$ cat config.mk
export PLATFORM = sky130hd
export DESIGN_NAME = uart_matrix_rx
export DESIGN_NICKNAME = d
export VERILOG_FILES = /design/src/rtl/uart_matrix_rx.sv
export SDC_FILE = /design/constraint.sdc
export NUM_CORES = 1
export LEC_CHECK = 0
export ABC_AREA = 1
export BUFFER_PORTS_ARGS = -buffer_cell sky130_fd_sc_hd__buf_4
export CAP_MARGIN = 20
export CORE_ASPECT_RATIO = 1.1
export CORE_MARGIN = 8
export CORE_UTILIZATION = 60
export CTS_CLUSTER_DIAMETER = 40
export CTS_CLUSTER_SIZE = 16
export DETAILED_ROUTE_END_ITERATION = 7
export PLACE_DENSITY = 0.81
export SYNTH_ARGS = -nofsm -noshare
export SYNTH_HDL_FRONTEND = slang
export SYNTH_SLANG_ARGS = --single-unit
$ cat constraint.sdc
create_clock -name clk -period 3.6 [get_ports clk]
set_clock_uncertainty 0.1 [all_clocks]
set_input_delay 0.36 -clock clk [delete_from_list [all_inputs] [get_ports clk]]
set_output_delay 0.36 -clock clk [all_outputs]
set_load 0.02 [all_outputs]
$ cat src/rtl/uart_matrix_rx.sv
// UART byte receiver (8N1) that packs every four received bytes into a 2x2 matrix word
// and offers it to a consumer with a valid/ready handshake.
module uart_matrix_rx #(
    parameter int CLKS_PER_BIT = 868,
    parameter int TIMEOUT_CLKS = 86800
) (
    input  logic        clk,
    input  logic        rst,
    input  logic        uart_rx,
    output logic [7:0]  byte_data,
    output logic        byte_valid,
    output logic [31:0] m_data,
    output logic        m_valid,
    input  logic        m_ready,
    output logic        frame_err,
    output logic        overrun,
    output logic [1:0]  elem_cnt,
    output logic        busy
);

    // Handshake: a matrix transfers on every cycle where m_valid && m_ready are both high;
    // m_data is frozen while m_valid is high, and reception never waits on m_ready.

    localparam int CW = $clog2(CLKS_PER_BIT + 1);
    localparam int TW = $clog2(TIMEOUT_CLKS + 1);
    localparam logic [CW-1:0] HALF_C  = CW'(CLKS_PER_BIT / 2);
    localparam logic [CW-1:0] BIT_C   = CW'(CLKS_PER_BIT);
    localparam logic [TW-1:0] TO_LAST = TW'(TIMEOUT_CLKS - 1);

    typedef enum logic [1:0] {
        S_IDLE  = 2'd0,
        S_START = 2'd1,
        S_DATA  = 2'd2,
        S_STOP  = 2'd3
    } state_t;

    state_t        state_q, state_d;
    logic          sync1_q, sync2_q;
    logic          rx_s;
    logic [1:0]    settle_q, settle_d;
    logic          armed_q, armed_d;
    logic [CW-1:0] cnt_q, cnt_d;
    logic [2:0]    bit_idx_q, bit_idx_d;
    logic [7:0]    shift_q, shift_d;
    logic          err_wait_q, err_wait_d;
    logic [7:0]    byte_data_q, byte_data_d;
    logic          byte_valid_q, byte_valid_d;
    logic          frame_err_q, frame_err_d;
    logic          overrun_q, overrun_d;
    logic [1:0]    elem_cnt_q, elem_cnt_d;
    logic [23:0]   part_q, part_d;
    logic [31:0]   m_data_q, m_data_d;
    logic          m_valid_q, m_valid_d;
    logic [TW-1:0] to_cnt_q, to_cnt_d;
    logic          start_det;
    logic          stop_bad;

    assign rx_s = sync2_q;

    // Two-flop synchronizer, preset to the idle (high) line level.
    always_ff @(posedge clk) begin
        if (rst) begin
            sync1_q <= 1'b1;
            sync2_q <= 1'b1;
        end else begin
            sync1_q <= uart_rx;
            sync2_q <= sync1_q;
        end
    end

    always_ff @(posedge clk) begin
        if (rst) begin
            state_q <= S_IDLE;
        end else begin
            state_q <= state_d;
        end
    end

    always_ff @(posedge clk) begin
        if (rst) begin
            settle_q     <= 2'd0;
            armed_q      <= 1'b0;
            cnt_q        <= '0;
            bit_idx_q    <= 3'd0;
            shift_q      <= 8'd0;
            err_wait_q   <= 1'b0;
            byte_data_q  <= 8'd0;
            byte_valid_q <= 1'b0;
            frame_err_q  <= 1'b0;
            overrun_q    <= 1'b0;
            elem_cnt_q   <= 2'd0;
            part_q       <= 24'd0;
            m_data_q     <= 32'd0;
            m_valid_q    <= 1'b0;
            to_cnt_q     <= '0;
        end else begin
            settle_q     <= settle_d;
            armed_q      <= armed_d;
            cnt_q        <= cnt_d;
            bit_idx_q    <= bit_idx_d;
            shift_q      <= shift_d;
            err_wait_q   <= err_wait_d;
            byte_data_q  <= byte_data_d;
            byte_valid_q <= byte_valid_d;
            frame_err_q  <= frame_err_d;
            overrun_q    <= overrun_d;
            elem_cnt_q   <= elem_cnt_d;
            part_q       <= part_d;
            m_data_q     <= m_data_d;
            m_valid_q    <= m_valid_d;
            to_cnt_q     <= to_cnt_d;
        end
    end

    // Start is accepted only once the synchronized line has been seen high after reset,
    // so a line that is still low when reset releases does not open a bogus frame.
    assign start_det = (state_q == S_IDLE) && armed_q && !rx_s;

    always_comb begin
        state_d      = state_q;
        settle_d     = (settle_q == 2'd2) ? 2'd2 : settle_q + 2'd1;
        armed_d      = armed_q | ((settle_q == 2'd2) && rx_s);
        cnt_d        = cnt_q;
        bit_idx_d    = bit_idx_q;
        shift_d      = shift_q;
        err_wait_d   = err_wait_q;
        byte_data_d  = byte_data_q;
        byte_valid_d = 1'b0;
        frame_err_d  = 1'b0;
        overrun_d    = 1'b0;
        elem_cnt_d   = elem_cnt_q;
        part_d       = part_q;
        m_data_d     = m_data_q;
        m_valid_d    = m_valid_q;
        to_cnt_d     = to_cnt_q;
        stop_bad     = 1'b0;

        // cnt_q holds the number of cycles elapsed since T0 or since the last sample.
        case (state_q)
            S_IDLE: begin
                if (start_det) begin
                    state_d = S_START;
                    cnt_d   = CW'(1);
                end
            end
            S_START: begin
                if (cnt_q == HALF_C) begin
                    if (rx_s) begin
                        state_d = S_IDLE;
                    end else begin
                        state_d   = S_DATA;
                        cnt_d     = CW'(1);
                        bit_idx_d = 3'd0;
                    end
                end else begin
                    cnt_d = cnt_q + CW'(1);
                end
            end
            S_DATA: begin
                if (cnt_q == BIT_C) begin
                    shift_d   = {rx_s, shift_q[7:1]};
                    cnt_d     = CW'(1);
                    bit_idx_d = bit_idx_q + 3'd1;
                    if (bit_idx_q == 3'd7) begin
                        state_d = S_STOP;
                    end
                end else begin
                    cnt_d = cnt_q + CW'(1);
                end
            end
            S_STOP: begin
                if (err_wait_q) begin
                    if (rx_s) begin
                        state_d    = S_IDLE;
                        err_wait_d = 1'b0;
                    end
                end else if (cnt_q == BIT_C) begin
                    if (rx_s) begin
                        byte_valid_d = 1'b1;
                        byte_data_d  = shift_q;
                        state_d      = S_IDLE;
                    end else begin
                        frame_err_d = 1'b1;
                        err_wait_d  = 1'b1;
                        stop_bad    = 1'b1;
                    end
                end else begin
                    cnt_d = cnt_q + CW'(1);
                end
            end
            default: state_d = S_IDLE;
        endcase

        if (m_valid_q && m_ready) begin
            m_valid_d = 1'b0;
        end

        // Matrix assembly runs in the byte_valid cycle, so a load lands one cycle later.
        if (byte_valid_q) begin
            to_cnt_d   = '0;
            elem_cnt_d = elem_cnt_q + 2'd1;
            case (elem_cnt_q)
                2'd0: part_d[7:0]   = byte_data_q;
                2'd1: part_d[15:8]  = byte_data_q;
                2'd2: part_d[23:16] = byte_data_q;
                default: begin
                    if (!m_valid_q || m_ready) begin
                        m_data_d  = {byte_data_q, part_q};
                        m_valid_d = 1'b1;
                    end else begin
                        overrun_d = 1'b1;
                    end
                end
            endcase
        end else if (stop_bad) begin
            elem_cnt_d = 2'd0;
            to_cnt_d   = '0;
        end else if (start_det) begin
            to_cnt_d = '0;
        end else if ((state_q == S_IDLE) && (elem_cnt_q != 2'd0)) begin
            if (to_cnt_q == TO_LAST) begin
                elem_cnt_d = 2'd0;
                to_cnt_d   = '0;
            end else begin
                to_cnt_d = to_cnt_q + TW'(1);
            end
        end else begin
            to_cnt_d = '0;
        end
    end

    always_comb begin
        busy       = (state_q != S_IDLE);
        byte_data  = byte_data_q;
        byte_valid = byte_valid_q;
        m_data     = m_data_q;
        m_valid    = m_valid_q;
        frame_err  = frame_err_q;
        overrun    = overrun_q;
        elem_cnt   = elem_cnt_q;
    end

endmodule

-- Word level (Yosys, flattened, before mapping)
Cells that the tools add are included.
- muxes and demuxes: 37
- bitwise logic cells: 7
- eq/ne operators: 20
- reduce and logical (&&, ||, !) cells: 30
- $add $sub $neg: 5
- operator list (cell ; number):
    $mux 10 ; 6
    $pmux 10 s4 ; 1
    $mux 2 ; 14
    $add 17x1->17 const B ; 1
    $eq 17x17->1 const B ; 1
    $ne 2x2->1 const B ; 7
    $reduce_and 4->1 ; 3
    $mux 1 ; 11
    $add 10x1->10 const B ; 1
    $eq 10x10->1 const B ; 1
    $eq 10x9->1 const B ; 1
    $mux 3 ; 3
    $ne 3x3->1 const B ; 3
    $eq 2x2->1 const B ; 4
    $pmux 2 s4 ; 1
    $reduce_and 2->1 ; 4
    $not 1->1 ; 6
    $pmux 3 s2 ; 1
    $reduce_and 3->1 ; 2
    $reduce_bool 2->1 ; 3
    $reduce_bool 3->1 ; 2
    $reduce_or 6->1 ; 1
    $logic_and 1x1->1 ; 5
    $reduce_and 5->1 ; 1
    12 further kinds ; 16
- word-level logic and storage cells: 120
- output and inout bits: 47
- bits of input ports: 4
- register bits: 116

-- Longest topological paths before layout
- word-level depth: 6
- depth in mapped cells: 11
- mapped depth without buffers: 11

-- Least setup slack after synthesis
Ideal clock, no wire load.
- path kind: flip-flop to flip-flop
- from: register cnt_q[0]
- to: register byte_data_q[0] (netlist: byte_data[0])
- cell stages (with the launch flop): 10
- slack: 1875 ps
- setup time: 116 ps
- period minus slack after synthesis: 1725 ps
- buffers on the path: 0
- required time: 3384 ps
- arrival: 1510 ps
- cell sequence: dfxtp_1 inv_1 ha_1 nand2_1 nor2_1 nand3_4 nor4_4 inv_2 nor2_1 nor2_1
- longest elaborated chain between the ends: 2
- ends and longest elaborated chain (element ; RTL line ; text):
    start: declaration ; 42 ; logic [CW-1:0] cnt_q, cnt_d;
    start signal: assignment ; 99 ; cnt_q <= cnt_d;
    $eq 10x10->1 ; 177 ; end else if (cnt_q == BIT_C) begin
    $reduce_and 4->1 (no line) ; -- ;
    end signal: assignment ; 103 ; byte_data_q <= byte_data_d;
    end: declaration ; 46 ; logic [7:0] byte_data_q, byte_data_d;
Every way passes these cells.
A chain may end at the register's enable or synchronous reset.

-- Worst setup path after layout
- from: register elem_cnt_q[0] (netlist: elem_cnt[0])
- to: register m_data_q[21] (netlist: m_data[21])
- longest elaborated chain between the ends: 4
- elaborated cells between the ends (all ways): 6
- classes of those cells: 2 x eq/ne; 1 x bitwise; 3 x reduce/logical
- ends and longest elaborated chain (element ; RTL line ; text):
    start: declaration ; 50 ; logic [1:0] elem_cnt_q, elem_cnt_d;
    start signal: assignment ; 107 ; elem_cnt_q <= elem_cnt_d;
    $eq 2x2->1 (tied with other cells) ; 202 ; case (elem_cnt_q)
    $reduce_or 3->1 (no line) (*) ; -- ;
    $not 1->1 (no line) (*) ; -- ;
    $reduce_and 3->1 (no line) (*) ; -- ;
    end signal: assignment ; 109 ; m_data_q <= m_data_d;
    end: declaration ; 52 ; logic [31:0] m_data_q, m_data_d;
Every way passes the cells marked *; elsewhere a longest branch is shown, timed or not.

==> flow_summary.json <==
{
  "muxShareOfSynthArea_pct": 0,
  "die_height_um": 110.0,
  "core_area_sq_um": 7870,
  "r2r-start": "elem_cnt[0]",
  "path_common_cell": "nor2_1",
  "cts.sinks": 116,
  "rows": 34,
  "tightest_slew_ns": 0.9907,
  "die_w_um": 101.4,
  "cts_buffers": 17,
  "worstSkewPairLatency_ns": 0.52,
  "syn_inst": 653,
  "syn_nets": 668,
  "min_period_ns": 2.519,
  "final_common_cell": "nor2_1",
  "synth_fa_ha_area_share_pct": 2.857,
  "yosysSeqAreaShare_pct": 48.21,
  "synth-simple-area-share_pct": 29.38,
  "yosys_warnings": 0,
  "ir_worst_vdd_mv": 0.4031,
  "syn_to_final_growth_pct": 22.44,
  "path_clk_slew_ns": 0.06,
  "slowest_stage": "inv_1",
  "worstPathMaxFanout": 32,
  "fmax_mhz": 397.0,
  "cp-end-kind": "flop",
  "min_path_type": "in -> reg",
  "via_per_inst": 5.349,
  "syn_area_sq_um": 4817,
  "synth_top_family_by_area": "simple AND/OR/NAND/NOR gates",
  "die_area_sq_um": 11150,
  "io_pins": 51,
  "cts_resized": 0,
  "drv_cap": 0,
  "dr.pass1.iters": 5,
  "finalSetupViolations": 0,
  "pwr_density_cell_nw_per_um2": 553.9,
  "rsz0062_at_grt": "false",
  "synth_compound_area_share_pct": 11.38,
  "cts_max_level": 4,
  "grt_usage_pct": 21.37,
  "synth_area_leaders": "dfxtp_1, nor2_1, o21ai_0, nand2_1, nand3_1",
  "cp_slowest_stage_delay_ns": 0.66,
  "final_cell_mix": "nor2_1, dfxtp_1, nand2_1",
  "synthXorXnorAreaFrac_pct": 2.182,
  "dp_slack_ns": 1.087,
  "detail-route-antenna-nets": 0,
  "start_util_pct": 61.21,
  "r2r_cells": 6,
  "grt_pass1_vias": 4119,
  "worst-setup-path-type": "reg -> reg",
  "final_core_util_pct": 74.94,
  "rrSetupSlack_ns": 1.08,
  "cts-root-buf": "clkbuf_8",
  "arrival_ns": 2.82,
  "run_status": "completed",
  "layout.nets": 719,
  "cp-start-kind": "flop",
  "syn_area_per_cell_sq_um": 7.377,
  "dpl-instance-area_sq_um": 5245,
  "post-cts-setup-buffers": 0,
  "setup_tns_ns": 0,
  "synth-seq-cells": 116,
  "fin_area_sq_um": 5898,
  "grt_max_degree": 40,
  "drive_gt1_share_pct": 14.37,
  "crit_path_start": "elem_cnt[0]",
  "drt_iter0_drc": 254,
  "crit_required_ns": 3.90,
  "place_hpwl_um": 7540,
  "diodes": 0,
  "period_share_pct": 69.98,
  "crit_end": "m_data[21]",
  "power_mw": 3.267,
  "synth_top_area_cell": "dfxtp_1",
  "grt_antenna_before_repair": 0,
  "grt_pass1_wl_um": 18910,
  "num_vias": 4413,
  "cts_max_path_buffers": 2,
  "wirelength_um": 11220,
  "cts_tree": "built",
  "crit_path_cell_trace": "ha_1, nand2_1, nor2_1, inv_1, nor2_1, nor2_1",
  "leakage_nw": 2.520,
  "worst_slack_ns": 1.081,
  "drv_slew": 0,
  "reg2reg_to": "m_data[21]",
  "drc_errors": 0,
  "route.detailed.wl_per_inst_um": 13.60,
  "ys_types": 33,
  "place_congestion": 0.9199,
  "final_hold_viol_count": 0,
  "io_buffer_count": 50,
  "slew_headroom_pct": 33.88,
  "grt.overflow.total": 0,
  "synth_top_area_share_pct": 48.21
}
routing by layer:
layer,track usage (%),wire [um]
met2,36.31,5443
met4,10.76,229
met5,0,0
met1,24.16,4707
met3,6.093,838
power by group:
part | internal [mW] | leakage [nW] | switching [mW] | total [mW]
clock network | 1.20 | 0.303 | 0.621 | 1.82
registers | 1.30 | 0.935 | 0.0175 | 1.32
logic | 0.0401 | 1.28 | 0.0874 | 0.127
final cells by class:
| class | count | area [sq um] |
|---|---|---|
| Timing Repair Buffer | 54 | 407.9 |
| Clock buffer | 18 | 417.9 |
| Fill cell | 554 | 1972 |
| Clock inverter | 14 | 225.2 |
| Sequential cell | 116 | 2322 |
| Multi-Input combinational cell | 466 | 2206 |
| Tap cell | 108 | 135.1 |
| Inverter | 49 | 183.9 |
critical path: cells and delay by family (launching register included):
family | cells | cell delay [ns]
adder cells (fa/ha/maj) | 1 | 0.18
buffers and inverters | 1 | 0.66
flip-flops | 1 | 0.42
AND/OR/NAND/NOR | 4 | 1.04
synthesized netlist by cell type (all sizes together):
| master | count |
|---|---|
| clkinv | 1 |
| o21ai | 75 |
| nand4 | 7 |
| a21oi | 33 |
| nor3 | 8 |
| clkbuf | 16 |
| or2 | 4 |
| ha | 11 |
| nand3 | 38 |
| nor3b | 2 |
| nor4 | 3 |
| xnor2 | 3 |
| nor2 | 189 |
| xor2 | 9 |
| inv | 48 |
| dfxtp | 116 |
| buf | 6 |
| nand2 | 84 |
state kept, by name, indices dropped and copies added (netlist names), named ones only:
register,count
armed_q,1
overrun,1
byte_valid,1
m_valid,1
part_q,24
sync1_q,1
frame_err,1
shift_q,8
elem_cnt,2
m_data,32
cnt_q,10
err_wait_q,1
to_cnt_q,17
bit_idx_q,3
settle_q,2
byte_data,8
state_q,1
rx_s,1
through the flow:
stage	cells	hold slack, ns
2_1_floorplan	653	0.2895
3_3_place_gp	792	0.2973
3_5_place_dp	792	0.2999
4_1_cts	825	0.04596
5_1_grt	825	0.06185
6_report	825	0.05313
logic make-up after synthesis:
family,count (synthesis)
flops,116
xor+xnor,12
fa+ha+maj,11
compound gates,108
buf+inv,71
simple gates,335
worst min path at each step:
stage,from,to,slack (ns),cells past startpoint
5_1_grt,m_ready,overrun,0.06,4
2_1_floorplan,sync1_q,rx_s,0.29,1
3_5_place_dp,sync1_q,rx_s,0.30,1
3_3_place_gp,sync1_q,rx_s,0.30,1
4_1_cts,m_ready,overrun,0.05,4
6_report,m_ready,overrun,0.05,4
timing repair:
item / CTS / global route
hold endpoints to repair: 1 / 0
hold buffers: 1 / 0
setup endpoints to repair: 0 / 0
(Power assumes the default switching activity.)
